===== config.mk =====
export PLATFORM = sky130hd
export DESIGN_NAME = mem_req_ctrl
export DESIGN_NICKNAME = d
export VERILOG_FILES = /design/src/rtl/cpu_types_pkg.sv /design/src/rtl/sat_counter.sv /design/src/rtl/mem_req_ctrl.sv
export SDC_FILE = /design/constraint.sdc
export NUM_CORES = 1
export LEC_CHECK = 0
export CAP_MARGIN = 20
export CORE_UTILIZATION = 35
export CTS_CLUSTER_DIAMETER = 120
export DETAILED_ROUTE_END_ITERATION = 16
export GPL_ROUTABILITY_DRIVEN = 0
export PLACE_DENSITY = 0.88
export SYNTH_ARGS = -nofsm -noshare
export SYNTH_HDL_FRONTEND = slang
export SYNTH_SLANG_ARGS = --single-unit

===== constraint.sdc =====
create_clock -name CLK -period 6.95 [get_ports CLK]
set_clock_uncertainty 0.15 [all_clocks]
set_input_delay 1.39 -clock CLK [delete_from_list [all_inputs] [get_ports CLK]]
set_output_delay 1.39 -clock CLK [all_outputs]
set_load 0.01 [all_outputs]

===== src/rtl/cpu_types_pkg.sv =====
// Shared types for the memory stage: word type, request FSM states and
// default widths used by the request controller and its counter.
package cpu_types_pkg;

    localparam int DEF_WORD_W = 32;
    localparam int DEF_CNT_W  = 16;

    typedef logic [DEF_WORD_W-1:0] word_t;

    typedef enum logic [1:0] {
        IDLE = 2'd0,
        WAIT = 2'd1,
        DONE = 2'd2
    } memctl_state_t;

endpackage


===== src/rtl/sat_counter.sv =====
// Up-counter that sticks at all-ones instead of wrapping.
module sat_counter #(
    parameter int W = 16
)(
    input  logic         clk_i,
    input  logic         rst_i,
    input  logic         inc_i,
    output logic [W-1:0] cnt_o
);

    logic [W-1:0] cnt_q, cnt_d;

    always_comb begin
        cnt_d = cnt_q;
        if (inc_i && (cnt_q != '1))
            cnt_d = cnt_q + W'(1);
    end

    always_ff @(posedge clk_i) begin
        if (rst_i) cnt_q <= '0;
        else       cnt_q <= cnt_d;
    end

    assign cnt_o = cnt_q;

endmodule


===== src/rtl/mem_req_ctrl.sv =====
// MEM-stage request controller: issues cache requests for the EX/MEM latch
// entry, holds the pipeline until dhit, captures load data and latches halt.
module mem_req_ctrl
    import cpu_types_pkg::*;
#(
    parameter int WORD_W = DEF_WORD_W,
    parameter int CNT_W  = DEF_CNT_W
)(
    input  logic              CLK,
    input  logic              RST,
    input  logic              dMemREN_in,
    input  logic              dMemWEN_in,
    input  logic              Halt_in,
    input  logic              flush_in,
    input  logic [WORD_W-1:0] aluOutport_in,
    input  logic [WORD_W-1:0] rdat2_in,
    input  logic              dhit,
    input  logic [WORD_W-1:0] dmemload,
    output logic              dREN,
    output logic              dWEN,
    output logic [WORD_W-1:0] dmemaddr,
    output logic [WORD_W-1:0] dmemstore,
    output logic              mem_stall,
    output logic [WORD_W-1:0] load_data,
    output logic              load_valid,
    output logic              halt,
    output logic              proto_err,
    output logic [CNT_W-1:0]  stall_cnt
);

    memctl_state_t     state_q, state_d;
    logic [WORD_W-1:0] load_data_q, load_data_d;
    logic              load_valid_q, load_valid_d;
    logic              halt_q, halt_d;
    logic              perr_q, perr_d;
    logic              op;
    logic              req_phase;

    assign op        = (dMemREN_in | dMemWEN_in) & ~halt_q;
    // Requests are suppressed during the reset cycle so an abandoned access never leaks out.
    assign req_phase = ((state_q == IDLE) || (state_q == WAIT)) && !RST;

    assign dREN      = dMemREN_in & op & req_phase;
    assign dWEN      = dMemWEN_in & ~dMemREN_in & op & req_phase;
    assign mem_stall = dREN | dWEN;
    assign dmemaddr  = aluOutport_in;
    assign dmemstore = rdat2_in;

    always_comb begin
        state_d = state_q;
        case (state_q)
            IDLE:    if (op) state_d = dhit ? DONE : WAIT;
            WAIT:    if (dhit) state_d = DONE;
            DONE:    state_d = IDLE;
            default: state_d = IDLE;
        endcase
    end

    always_comb begin
        load_data_d  = load_data_q;
        load_valid_d = 1'b0;
        if (dhit && dREN) begin
            load_data_d  = dmemload;
            load_valid_d = 1'b1;
        end
    end

    assign halt_d = halt_q | (Halt_in & ~mem_stall);
    assign perr_d = perr_q
                  | (flush_in & mem_stall)
                  | (dMemREN_in & dMemWEN_in)
                  | (dhit & ~mem_stall);

    always_ff @(posedge CLK) begin
        if (RST) begin
            state_q      <= IDLE;
            load_data_q  <= '0;
            load_valid_q <= 1'b0;
            halt_q       <= 1'b0;
            perr_q       <= 1'b0;
        end else begin
            state_q      <= state_d;
            load_data_q  <= load_data_d;
            load_valid_q <= load_valid_d;
            halt_q       <= halt_d;
            perr_q       <= perr_d;
        end
    end

    sat_counter #(.W(CNT_W)) u_stall_cnt (
        .clk_i (CLK),
        .rst_i (RST),
        .inc_i (mem_stall),
        .cnt_o (stall_cnt)
    );

    assign load_data  = load_data_q;
    assign load_valid = load_valid_q;
    assign halt       = halt_q;
    assign proto_err  = perr_q;

endmodule

Word level (Yosys, flattened, before mapping)
Index checks and enable logic that the tools add are counted.
W data, S select, Z words.
{"block": "totals", "elab_cells": 42, "in_bits": 103, "regBits": 53, "output_inout_bits": 118}
{"block": "op_classes", "reduce_logical": 7, "eq_ne": 4, "add_sub_neg": 1, "muxes": 5, "bitwise": 19}
{"operator": "$add A16 B1 Y16 const B", "count": 1}
{"operator": "$ne A16 B16 Y1 const B", "count": 1}
{"operator": "$and A1 B1 Y1", "count": 10}
{"operator": "$mux W2", "count": 3}
{"operator": "$or A1 B1 Y1", "count": 6}
{"operator": "$ne A2 B2 Y1 const B", "count": 2}
{"operator": "$pmux W2 S2", "count": 1}
{"operator": "$logic_and A1 B1 Y1", "count": 3}
{"operator": "$not A1 Y1", "count": 3}
{"operator": "$eq A2 B1 Y1 const B", "count": 1}
{"operator": "$logic_not A2 Y1", "count": 1}
{"operator": "$reduce_and A2 Y1", "count": 1}
{"operator": "$logic_not A1 Y1", "count": 1}
{"operator": "$logic_or A1 B1 Y1", "count": 1}
{"operator": "$mux W1", "count": 1}

Longest topological paths before layout
{"block": "logic_depth", "word_depth": 9, "mapped_depth": 7, "depth_no_buf": 5}

By module
A second synthesis with hierarchy kept.
{"block": "hier_totals", "cells_unflattened": 331, "hier_area_um2": 2756.4}
{"mod": "mem_req_ctrl", "cells_per_inst": 232, "instances": 1, "seq_area_each_um2": 740.7, "area_each_um2": 1908.1}
{"mod": "sat_counter", "cells_per_inst": 99, "instances": 1, "seq_area_each_um2": 320.3, "area_each_um2": 848.3}

Worst setup path before layout
OpenSTA, ideal clock, no wires.
{"block": "synth_path", "kind": "input port to output port", "startpoint": "input RST", "endpoint": "output dWEN", "path_buffers": 1, "setup_slack_ns": 3.255, "path_stages": 3, "required_ns": 5.410, "arrival_ns": 2.155, "cell_sequence": "buf_6 -> or3_4 -> nor3b_1"}
{"block": "synth_via", "elab_chain_cells": 3}
{"element": "from (decl)", "line": "mem_req_ctrl.sv:10", "source": "input logic RST,"}
{"element": "$logic_not A1 Y1", "line": "mem_req_ctrl.sv:41", "source": "assign req_phase = ((state_q == IDLE) || (state_q == WAIT)) && !RST;"}
{"element": "$logic_and A1 B1 Y1", "line": "mem_req_ctrl.sv:41"}
{"element": "$and A1 B1 Y1", "line": "mem_req_ctrl.sv:44", "source": "assign dWEN = dMemWEN_in & ~dMemREN_in & op & req_phase;"}
{"element": "to (decl)", "line": "mem_req_ctrl.sv:20", "source": "output logic dWEN,"}
Every way passes these cells.

Final worst setup path
{"block": "layout_path", "startpoint": "input RST", "endpoint": "output mem_stall"}
{"block": "layout_via", "elab_chain_cells": 4, "word_cells_on_any_way": 5, "cone_classes": "3 x bitwise; 2 x reduce/logical"}
{"element": "$logic_not A1 Y1 (*)", "line": "mem_req_ctrl.sv:41"}
{"element": "$logic_and A1 B1 Y1 (*)", "line": "mem_req_ctrl.sv:41"}
{"element": "$and A1 B1 Y1, on equally long branches", "line": "mem_req_ctrl.sv:43, mem_req_ctrl.sv:44"}
{"element": "$or A1 B1 Y1 (*)", "line": "mem_req_ctrl.sv:45", "source": "assign mem_stall = dREN | dWEN;"}
{"element": "to (decl)", "line": "mem_req_ctrl.sv:23", "source": "output logic mem_stall,"}
Mark *: on every way between the ends. The rest lies on a longest branch, timed or not.

==> metrics.md <==
| Metric | Value |
|---|---|
| Post-CTS sizing | `0` |
| Pwr Density | `just under 200 nW/um^2` |
| Antenna viol nets, final | `0` |
| Core area | `between 6000 and 7000 um^2` |
| Die ar. | `between 7000 and 8000 um^2` |
| Netlist cell types | `38` |
| WL/cell | `13.45 um` |
| Vias in the first global route | `about 2200` |
| Synth top area cells | `dfxtp_1, buf_4, nand2_1, a21oi_1, clkbuf_1` |
| Initial core utilization | `0.3717` |
| IO Pins | `221` |
| # diodes | `0` |
| Top post-synthesis cells by count | `nand2_1, buf_4, dfxtp_1` |
| Number of flops mapped to enable cells by yosys | `0` |
| Critical Path Sink Type | `primary output` |
| Clock Sinks | `53` |
| Sequential area share after synthesis | `0.4111` |
| CP Data Required Time | `between 5000 and 6000 ps` |
| Most instantiated library cell after synthesis | `nand2_1` |
| Ys async rst share | `0` |
| Layout Nets | `about 450` |
| Leak | `between 1 and 1.5 nW` |
| H-tree Lvls | `2` |
| Post-Synthesis Cells | `between 300 and 400` |
| Max-cap violation count | `0` |
| Period utilization | `0.7103` |
| Top cell type's share of synthesized area | `0.4111` |
| Global-route wire length before repair | `approximately 9.6 mm` |
| #FFs+latches synth | `53` |
| Max Freq | `about 200 MHz` |
| Worst Max-Slew Pin Slew | `948.9 ps` |
| Kind of critical path | `input pin to primary output` |
| Root buffer selected by CTS | `clkbuf_8` |
| Iter 0 DRT Violations | `~160` |
| Syn. warnings | `0` |
| Worst-path clk slew | `about 90 ps` |
| CP max FO | `between 50 and 60` |
| Startpoint types | `input pin` |
| Clk buf depth | `2` |
| Final TNS setup | `0 ps` |
| DRT Pass-1 Iters | `4` |
| Buffers on Ports | `92` |
| Syn Nets | `427` |
| Outcome | `complete, no violations` |
| Cell Area, Placed | `approximately 3100 um^2` |
| Post-route cell area | `around 3200 um^2` |
| Yosys top cell by area | `dfxtp_1` |
| Hold Fails Final Rpt | `0` |
| Total length of routed wires | `5.947 mm` |
| All-Layer GR Usage | `0.1560` |
| Worst slew margin | `0.3674` |
| Hold buffers post-CTS | `0` |
| Arr. time, crit path | `between 3000 and 4000 ps` |
| Max-slew violation count | `0` |
| Hold Crit Class | `flip-flop to flip-flop` |
| Die width | `between 80 and 90 um` |
| Via Count | `2204` |
| Hpwl dp | `~4.2 mm` |
| Routed vias/inst | `4.986` |
| Initial antenna violation count | `0` |
| Congestion Overflow GR | `0` |
| Pin count of the biggest net entering global routing | `55` |
| Final setup violation count | `0` |
| CTS tree | `yes` |
| Syn_area_per_cell | `7.991 um^2` |
| Peak VDD IR | `0.1110 mV` |
| Layout Area Growth over Synthesis | `24.77%` |
| Top_reg_cell synth | `dfxtp_1` |
| Netlist Area Pre-Place | `roughly 2600 um^2` |
| Row count | `30` |
| Num CTS Buffers | `5` |
| Postcts setup bufs | `0` |
| Layout cells sized above 1 | `0.03757` |
| RSZ-0062 raised after global routing | `no` |
| DR DRC count | `0` |
| Die H | `between 80 and 90 um` |
| Minimum clock period | `between 4000 and 5000 ps` |
| Clk_lat worst skew | `approximately 300 ps` |
-- flip-flops by register name, indices dropped and copies added, names as in the netlist --
| name | flops |
|---|---|
| proto_err | 1 |
| load_data | 32 |
| load_valid | 1 |
| state_q | 2 |
| u_stall_cnt.cnt_o | 16 |
| halt | 1 |
-- power by group --
group	internal [W]	switching (W)
clock	0.000143	0.0000987
combinational	0.0000405	0.0000301
sequential	0.000312	0.00000504
total	0.000496	0.000134
-- layout make-up --
class,instances,area (um^2)
clock buffers,5,68.82
well taps,96,120.1
multi-input cells,184,948.4
inverters,7,26.28
fillers,675,3724
repair buffers,94,930.9
clock inverters,3,65.06
flip-flops and latches,53,1061
-- layout by cell type, fill, tap and decap left out, types with 2 or more instances in the layout --
cell type and count:
buf_4 2, and2b_1 2, nand4_1 5, nor2_1 9
nor4_1 5, dfxtp_1 53, clkbuf_8 5, nand3_1 5
mux2_1 3, a21oi_1 42, or4_1 5, clkdlybuf4s50_1 91
inv_1 7, or3_1 4, nor2b_1 2, o31ai_1 5
o41ai_1 2, o21ai_0 3, nand2_1 71, bufinv_16 2
nor3_1 5
-- kinds of logic (layout without fill, tap and decap cells) --
| logic type | after synthesis | count (layout) | synth area share |
|---|---|---|---|
| and+or+nand+nor | 121 | 121 | 0.2191 |
| adders and majority gates | 1 | 1 | 0.004847 |
| muxes | 4 | 4 | 0.01696 |
| AOI/OAI and AO/OA | 58 | 58 | 0.1265 |
| DFF | 53 | 53 | 0.4111 |
| buffers and inverters | 86 | 109 | 0.2215 |
-- critical path, stage by stage --
cell             delay, ps
buf_2                  710
nor3_1                 190
o21ai_1                370
inv_1                  210
clkdlybuf4s50_1        530
-- routing by layer --
metal	track usage	share of wire	vias up
met2	0.2643	0.48	100
met1	0.1673	0.40	1005
li1	-	-	1066
met4	0.08644	0.027	0
met5	0	0	-
met3	0.05938	0.092	33
-- worst paths after layout --
check          startpoint                    end  slack, ps  cells after the start
max                   RST              mem_stall       2010                      5
min          load_data[0]           load_data[0]        310                      2
min reg2reg  load_data[0]           load_data[0]        310                      2
max reg2reg    state_q[1]  u_stall_cnt.cnt_o[14]       4630                      4
-- metrics by stage --
step	setup slack (ps)	cells	utilization	power [W]	hold WS [ps]
finish	2013	442	0.4638	0.0006295	309.7
global placement	2141	434	0.4445	0.0003935	290.5
detailed placement	2036	434	0.4445	0.0003955	298.5
CTS	2030	442	0.4638	0.0006376	312.9
floorplan	3255	323	-	0.0003885	301.2
global route	1850	442	0.4638	0.0006565	329.1
No activity file was read; power rests on OpenSTA's default activity.
==> patch, RTL diff (config.mk and constraints unchanged) <==
Change the package constant `DEF_WORD_W` from 32 to 48.
--- a/src/rtl/cpu_types_pkg.sv
+++ b/src/rtl/cpu_types_pkg.sv
@@ -3,5 +3,5 @@
 package cpu_types_pkg;
 
-    localparam int DEF_WORD_W = 32;
+    localparam int DEF_WORD_W = 48;
     localparam int DEF_CNT_W  = 16;
 
Ports: changed (6 resized); port bits go from 221 to 317. The function was not compared with the original's and may differ.
==> patch against the original RTL <==
  * Final area up 34%
  * Power is 40% higher
  * Synthesized area rose by 35%
  * Sequential share of layout area shrank 0.86 points
  * Clock power rose by 52%
  * Wire length grew 66%
  * Sequential cell count increased by 16
  * Setup slack worse by 0.11 ns
  * Largest cell class unchanged
==> patch: results (changes against the original RTL) <==
vias in the first global route=2,645 (was 2,169); status=finished, final reports clean (unchanged); CTS resizes=0 (unchanged); initial DRC count=105 (was 156); ys flop type=dfxtp_1 (unchanged); proportion of layout cells with a drive suffix above 1=0.0781 (was 0.0376); Leak Pwr=1.48 nW (was 1.08 nW); critical path fanouts, max=22 (was 54); Post-Syn Nets=575 (was 427); Synth Area in Compound Gates=0.117 (was 0.127); Reg clk slew, reported paths=0.07 ns (was 0.09 ns); register area share after synthesis=0.396 (was 0.411); relative slew slack=0.323 (was 0.367); diode count=0 (unchanged); Int Power=0.000673 W (was 0.000496 W); drt first pass iters=5 (was 4); Distinct cells, synth=48 (was 38); flop-to-flop setup slack=4.49 ns (was 4.63 ns); Cell Area, Placed=4080 sq um (was 3090 sq um); Clock Tree Buf Depth=2 (unchanged); pre-CTS setup slack=1.95 ns (was 2.04 ns); layout filler cell count=965 (was 675); synthesis warning total=0 (unchanged); Seq. cell area=1380 sq um (was 1060 sq um); port bufs=124 (was 92); Synth Area in XOR/XNOR=0 (unchanged); largest net degree at the start of global routing=63 (was 55); via/cell ratio=4.84 (was 4.99); R2R depth=5 (was 4); first-pass GRT wire length=14,400 um (was 9630 um); post-synthesis adder-cell area fraction=0.00359 (was 0.00485); crit-path max cell delay=0.73 ns (was 0.71 ns); CTS buffer count=9 (was 5); Layout Nets=596 (was 449); Avg WL per Cell=17.0 um (was 13.5 um); Root Buffer Master=clkbuf_8 (unchanged); VDD IR max=0.112 mV (was 0.111 mV); worst setup path endpoint=mem_stall (unchanged); GRT Util Overall=0.185 (was 0.156); reg2reg end=u_stall_cnt.cnt_o[9] (was u_stall_cnt.cnt_o[14]); Largest register FFs=48 (was 32); Post-synth ARST share=0 (unchanged); most frequent cells after synthesis=nand2_1 (101), buf_4 (97), dfxtp_1 (69) (was nand2_1 (71), buf_4 (64), dfxtp_1 (53)); Worst Setup SP=dMemREN_in (was RST); cell with the largest stage delay on the worst path=o21ai_2 (was buf_2); RR Startpoint=u_stall_cnt.cnt_o[0] (was state_q[1]); Final Cycle Share=0.726 (was 0.710); Worst-Skew Late Latency=0.34 ns (was 0.30 ns); WP data arrival=3.51 ns (was 3.40 ns); mux contribution to synthesized area=0.0223 (was 0.0170); Post-DP HPWL=7460 um (was 4200 um); Synth area leaders=dfxtp_1 (40%), buf_4 (21%), nand2_1 (11%) (was dfxtp_1 (41%), buf_4 (19%), nand2_1 (10%)); worst hold start=load_data[42] (was load_data[0]); H-tree depth reported by CTS=3 (was 2)
[patch: changes by cell type in the layout (fill, tap and decap cells not counted), sizes merged, moves of 4 or more]
| cell | change |
|---|---|
| clkdlybuf4s50 | +32 |
| nand2 | +30 |
| dfxtp | +16 |
| a21oi | +12 |
| clkbuf | +5 |
| nor2 | +4 |
| nor2b | +4 |
[patch: worst min-delay path by stage]
stage / cells after the start / slack (ns) / to
global placement: 2 / 0.29 / load_data[26]
finish: 2 / 0.31 / load_data[42]
detailed placement: 2 / 0.30 / load_data[42]
CTS: 2 / 0.31 / load_data[42]
floorplan: 2 / 0.30 / state_q[0]
global route: 2 / 0.33 / load_data[42]
[patch: worst reg2reg max path, cell delays in order (launching register included)]
cell and delay (ns):
dfxtp_1 0.42, ha_1 0.24, nand3_2 0.16, nor4_4 0.91
nor4_2 0.14, mux2_4 0.33
[patch: per-stage QoR]
step	cells	total power (W)
2_1_floorplan	423	0.000517
3_3_place_gp	566	0.000520
3_5_place_dp	566	0.000523
4_1_cts	581	0.000895
5_1_grt	581	0.000922
6_report	581	0.000881
[patch: kinds of logic (layout without fill, tap and decap cells)]
kind of cell	after synthesis	count (layout)
AND/OR/NAND/NOR	154	154
buffers and inverters	122	147
AO/OA/AOI/OAI	71	71
flip-flops	69	69
multiplexers	6	6
adder cells (fa/ha/maj)	1	1
[patch: final cells by class]
type | instances | share of cell area
inverters | 5 | 0.00436
multi-input cells | 232 | 0.292
clock buffers | 10 | 0.0320
well taps | 133 | 0.0387
repair buffers | 127 | 0.292
flip-flops and latches | 69 | 0.321
clock inverters | 5 | 0.0195
[patch: power groups by stage]
stage	registers [W]	clock network (W)	logic, W
6_report	0.000413	0.000368	0.0000999
2_1_floorplan	0.000427	0	0.0000901
3_5_place_dp	0.000423	0	0.000100
3_3_place_gp	0.000422	0	0.0000982
4_1_cts	0.000413	0.000381	0.000101
5_1_grt	0.000415	0.000399	0.000108
[patch: routing by layer]
layer / vias up / wire length [um] / global-route usage
li1: 1347 / - / -
met2: 160 / 5140 / 0.315
met3: 30 / 1020 / 0.0870
met4: 0 / 231 / 0.0936
met1: 1276 / 3490 / 0.189
met5: - / 0 / 0
